==> config.mk <==
export PLATFORM = sky130hd
export DESIGN_NAME = pong_score_keeper
export DESIGN_NICKNAME = d
export VERILOG_FILES = /design/src/rtl/pong_score_keeper.sv
export SDC_FILE = /design/constraint.sdc
export NUM_CORES = 1
export LEC_CHECK = 0
export CORE_ASPECT_RATIO = 0.8
export CORE_MARGIN = 4
export CORE_UTILIZATION = 45
export CTS_CLUSTER_DIAMETER = 80
export DETAILED_ROUTE_END_ITERATION = 8
export PLACE_DENSITY = 0.67
export SYNTH_ARGS = -nofsm -noshare
export SYNTH_HDL_FRONTEND = slang
export SYNTH_SLANG_ARGS = --single-unit
==> constraint.sdc <==
create_clock -name clk -period 2.6 [get_ports clk]
set_clock_uncertainty 0.05 [all_clocks]
set_input_delay 0.52 -clock clk [delete_from_list [all_inputs] [get_ports clk]]
set_output_delay 0.52 -clock clk [all_outputs]
set_load 0.05 [all_outputs]
==> src/rtl/pong_score_keeper.sv <==
`default_nettype none
// ============================================================================
// Module   : pong_score_keeper
// Purpose  : Counts the points reported by the pong game state machine and
//            declares the match winner at WIN_SCORE. After each point it
//            holds for HOLD_TICKS tick strobes, and it passes the player's
//            serve request to the game state machine only while play is open.
// Revision : 1.0  initial release
// ============================================================================
module pong_score_keeper #(
  parameter int SCORE_W    = 4,
  parameter int WIN_SCORE  = 7,
  parameter int HOLD_TICKS = 3
) (
  input  logic               clk,
  input  logic               rst,
  input  logic               tick,
  input  logic               p1score,
  input  logic               p2score,
  input  logic               serve_btn,
  input  logic               new_game,
  output logic               serve,
  output logic [SCORE_W-1:0] p1_pts,
  output logic [SCORE_W-1:0] p2_pts,
  output logic               game_over,
  output logic [1:0]         winner,
  output logic               fault
);

  // Match phases
  localparam logic [1:0] ST_PLAY  = 2'd0;
  localparam logic [1:0] ST_POINT = 2'd1;
  localparam logic [1:0] ST_OVER  = 2'd2;

  localparam logic [1:0] WIN_NONE = 2'b00;
  localparam logic [1:0] WIN_P1   = 2'b01;
  localparam logic [1:0] WIN_P2   = 2'b10;

  // The winning total is held one bit wider than the counters, so the
  // compare against count+1 cannot be fooled by a counter wrap.
  localparam logic [SCORE_W:0] c_win_score = (SCORE_W+1)'(WIN_SCORE);
  localparam logic [7:0]       c_hold_last = 8'(HOLD_TICKS - 1);

  logic [1:0]         r_state;
  logic               r_p1_d;
  logic               r_p2_d;
  logic [7:0]         r_hold_cnt;
  logic [SCORE_W-1:0] r_p1_pts;
  logic [SCORE_W-1:0] r_p2_pts;
  logic               r_serve;
  logic [1:0]         r_winner;
  logic               r_fault;

  logic               w_e1;
  logic               w_e2;
  logic [SCORE_W:0]   w_p1_inc;
  logic [SCORE_W:0]   w_p2_inc;

  // A score level held high for several cycles counts only on its first cycle
  assign w_e1 = p1score & ~r_p1_d;
  assign w_e2 = p2score & ~r_p2_d;

  assign w_p1_inc = {1'b0, r_p1_pts} + {{SCORE_W{1'b0}}, 1'b1};
  assign w_p2_inc = {1'b0, r_p2_pts} + {{SCORE_W{1'b0}}, 1'b1};

  // Delay the score levels by one clock to find their rising edges
  always_ff @(posedge clk or posedge rst) begin
    if (rst) begin
      r_p1_d <= 1'b0;
      r_p2_d <= 1'b0;
    end else begin
      r_p1_d <= p1score;
      r_p2_d <= p2score;
    end
  end

  // Match sequencing: scoring, hold timing, win detection and serve gating
  always_ff @(posedge clk or posedge rst) begin
    if (rst) begin
      r_state    <= ST_PLAY;
      r_hold_cnt <= 8'd0;
      r_p1_pts   <= '0;
      r_p2_pts   <= '0;
      r_serve    <= 1'b0;
      r_winner   <= WIN_NONE;
      r_fault    <= 1'b0;
    end else begin
      case (r_state)
        ST_PLAY: begin
          // The serve button is passed through only while play is open
          r_serve <= serve_btn;
          if (new_game) begin
            // A restart wins over a score edge in the same cycle; that edge is lost
            r_p1_pts   <= '0;
            r_p2_pts   <= '0;
            r_hold_cnt <= 8'd0;
          end else if (w_e1 && w_e2) begin
            // Both players cannot score at once: count neither and flag it
            r_fault <= 1'b1;
          end else if (w_e1) begin
            r_p1_pts <= w_p1_inc[SCORE_W-1:0];
            if (w_p1_inc == c_win_score) begin
              r_state  <= ST_OVER;
              r_winner <= WIN_P1;
            end else begin
              r_state    <= ST_POINT;
              r_hold_cnt <= 8'd0;
            end
          end else if (w_e2) begin
            r_p2_pts <= w_p2_inc[SCORE_W-1:0];
            if (w_p2_inc == c_win_score) begin
              r_state  <= ST_OVER;
              r_winner <= WIN_P2;
            end else begin
              r_state    <= ST_POINT;
              r_hold_cnt <= 8'd0;
            end
          end
        end

        ST_POINT: begin
          // Score edges are ignored during the hold
          r_serve <= 1'b0;
          if (new_game) begin
            r_p1_pts   <= '0;
            r_p2_pts   <= '0;
            r_hold_cnt <= 8'd0;
            r_state    <= ST_PLAY;
          end else if (tick) begin
            if (r_hold_cnt == c_hold_last) begin
              r_hold_cnt <= 8'd0;
              r_state    <= ST_PLAY;
            end else begin
              r_hold_cnt <= r_hold_cnt + 8'd1;
            end
          end
        end

        ST_OVER: begin
          // Counts stay frozen until a restart; the fault flag outlives the match
          r_serve <= 1'b0;
          if (new_game) begin
            r_p1_pts   <= '0;
            r_p2_pts   <= '0;
            r_hold_cnt <= 8'd0;
            r_winner   <= WIN_NONE;
            r_state    <= ST_PLAY;
          end
        end

        default: begin
          // Unused encoding: recover into open play
          r_serve <= 1'b0;
          r_state <= ST_PLAY;
        end
      endcase
    end
  end

  assign serve     = r_serve;
  assign p1_pts    = r_p1_pts;
  assign p2_pts    = r_p2_pts;
  assign winner    = r_winner;
  assign fault     = r_fault;
  assign game_over = (r_state == ST_OVER);

endmodule
`default_nettype wire
==> impl_metrics.yaml <==
placed_design:
  dp_hpwl_um: 3220
  gp_congestion: 0.879
  port_buffers: 19
clock_tree:
  cts_resized: 0
  clockBufferDepth: 2
  htree_levels: 1
  post_cts_buffers: 0
  cts_made_buffers: 3
  clk_pin_slew_ps: 90
  clock-sinks: 24
  clkLatencyLatePin_ps: 270
  cts_root_buffer: "clkbuf_8"
  holdBufCountCts: 0
  cts_tree: "done"
yosys:
  syn_area_per_cell_sq_um: 9.59
  synth_seq_area_share_pct: 37.5
  synth_xor_xnor_area_share_pct: 0
  post_synth_fa_ha_maj_area_fraction_pct: 7.03
  synth_edf_count: 0
  synth_top_area_cell: "dfrtp_1"
  synthTopCellsByCount: "24 x dfrtp_1, 14 x inv_1, 12 x nor2_1"
  muxShareOfSynthArea_pct: 2.73
  yosys.area_share.simple_pct: 21.3
  synth_compound_area_share_pct: 26.2
  syn_nets: 183
  syn_inst: 167
  yosysTopAreaCellShare_pct: 37.5
  synth.most_common_cell: "dfrtp_1"
  yosysWarnings: 0
  yosys_most_used_dff: "dfrtp_1"
  synth_top_family_by_area: "compound AO/OA/AOI/OAI gates"
  synth_seq_cells: 24
  async_reset_ff_share_pct: 100
  synth.distinct_cells: 51
  synth_area_sq_um: 1600
  synth.top_cells.by_area: "dfrtp_1 38%, ha_1 7.0%, inv_1 3.3%"
detailed_routing:
  drt-total-wl_um: 4200
  first_pass_iters: 4
  drt_iter0_drc: 100
  vias: 1497
  viasPerCell: 6.11
  ant_nets: 0
  drc: 0
  wl_per_cell_um: 17.1
pwr:
  max-vdd-ir-drop_mv: 0.455
  power.share.sequential_pct: 33.9
  p_leak_uw: 0.000835
  power.internal_uw: 836
  total_power_uw: 1450
  p_comb_share_pct: 48.3
  cellPowerDensity_nw_per_um2: 726
  p_switching_uw: 615
  p_sw_share_pct: 42.4
  p_clk_share_pct: 17.8
worst_setup_path:
  start_kind: "flip-flop"
  ff2ff_path_depth: 7
  cp_slowest_cell: "clkdlybuf4s50_1"
  worstSetupPathType: "flip-flop to primary output"
  crit_arrival_ps: 1880
  cp_slowest_stage_delay_ps: 840
  worstPathRequired_ps: 2030
  cp_num_buf_inv: 2
  r2r-end: "r_hold_cnt[4]$_DFFE_PP0P_"
  worstPathMaxFanout: 6
  end_kind: "primary output"
  r2r_slack_ps: 190
  worstPathCellList: "inv_1 -> ha_1 -> clkdlybuf4s50_1"
  critical-path-top-delay-family: "buffers and inverters"
  r2r_start: "p1_pts[0]$_DFFE_PP0P_"
final_layout:
  area_delta_synth_final_pct: 24.8
  fillCellCount: 316
  layout-drive-gt1-share_pct: 15.3
  nets: 220
  antennaDiodeCount: 0
  multi_input_area_sq_um: 917
  area.sequential_sq_um: 601
run_status:
  status: "complete, no violations"
floorplan:
  core_sq_um: 3420
  initial_core_util_pct: 46.8
  die_w_um: 74.7
  rows: 19
  die_y_um: 61.4
  die_area_sq_um: 4580
  io_pins: 20
global_route:
  grt_pass1_wl_um: 6790
  track_usage_pct: 19.8
  antenna_found_initial: 0
  grt_overflow: 0
  grt_pass1_vias: 1376
  grt_max_degree: 14
hold_path:
  hold_path_startpoint: "fault$_DFFE_PP0P_"
  min_path_type: "flip-flop to flip-flop"
  min_path_cells: 1
  holdPathEnd: "fault$_DFFE_PP0P_"
run:
  maxCapViolCount: 0
sta:
  setup_viol: 0
  slew_violations: 0
  fin_tns_setup_ps: 0
  fin_crit_ps: 2450
  finalCritPeriodShare_pct: 94.4
  rsz0062_at_grt: "no"
  relSlewSlack_pct: 65.6
  final_hold_viol_count: 0
  tightestPinTransition_ps: 510
  max_freq_mhz: 407
## power by group through the flow
| stage | Clock, uW | Combinational (uW) | Sequential, uW |
|---|---|---|---|
| 2_1_floorplan | 0 | 323 | 618 |
| 3_3_place_gp | 0 | 676 | 493 |
| 3_5_place_dp | 0 | 696 | 497 |
| 4_1_cts | 265 | 697 | 490 |
| 5_1_grt | 281 | 754 | 503 |
| 6_report | 258 | 701 | 492 |
## layout make-up
type,instances,share of cell area (%)
Clock buffer,4,2.75
Inverter,15,2.82
Multi-Input combinational cell,124,45.9
Sequential cell,24,30.0
Tap cell,42,2.63
Timing Repair Buffer,36,15.9
## cells by family after synthesis
logic type,after synthesis
AND/OR/NAND/NOR,61
AO/OA/AOI/OAI,50
flip-flops,24
buffers and inverters,19
adder cells (fa/ha/maj),9
multiplexers,4
## routing by layer
layer  part of all wire, %  vias to the layer above  GRT usage [%]
li1                      -                      705              -
met1                    46                      724           28.6
met2                    45                       62           30.5
met3                   7.8                        6           4.89
met4                  0.74                        0           3.30
met5                     0                        -              0
## state kept, by name (all words and copies together) (netlist names)
register and cells:
serve 1, p2_pts 4, r_p2_d 1, r_p1_d 1, fault 1, r_state 2
winner 2, p1_pts 4, r_hold_cnt 8
## how the worst max path moves through the flow
stage	start	to	slack (ps)	cells after the start
after global routing	p1_pts[0]$_DFFE_PP0P_	r_hold_cnt[4]$_DFFE_PP0P_	40	7
after global placement	p1score	r_hold_cnt[7]$_DFFE_PP0P_	-30	6
after detailed placement	p1score	r_hold_cnt[4]$_DFFE_PP0P_	-110	6
after floorplan	p1_pts[0]$_DFFE_PP0P_	r_hold_cnt[3]$_DFFE_PP0P_	40	8
final	r_state[0]$_DFFE_PP0P_	game_over	150	3
after CTS	r_state[0]$_DFFE_PP0P_	game_over	140	3
## placed cells by master, fill, tap and decap left out, drive strengths merged, types with 7 or more instances in the layout
cell type | synthesis | layout
o32ai | 7 | 7
ha | 9 | 9
dfrtp | 24 | 24
inv | 14 | 14
buf | 3 | 17
nand3 | 10 | 10
nor2 | 12 | 12
nand2 | 9 | 9
a21oi | 9 | 9
clkdlybuf4s50 | 0 | 19
## stage by stage
stage                     util (%)  instance area (sq um)  instances  hold slack, ps  setup slack, ps
after CTS                     58.4                   2000        245             456              145
after global routing          58.4                   2000        245             476             41.9
after global placement        56.8                   1940        241             431            -26.7
after floorplan                  -                   1600        167             393             41.4
after detailed placement      56.8                   1940        241             437             -109
final                         58.4                   2000        245             459              145
Power figures use the tool's default switching activity.
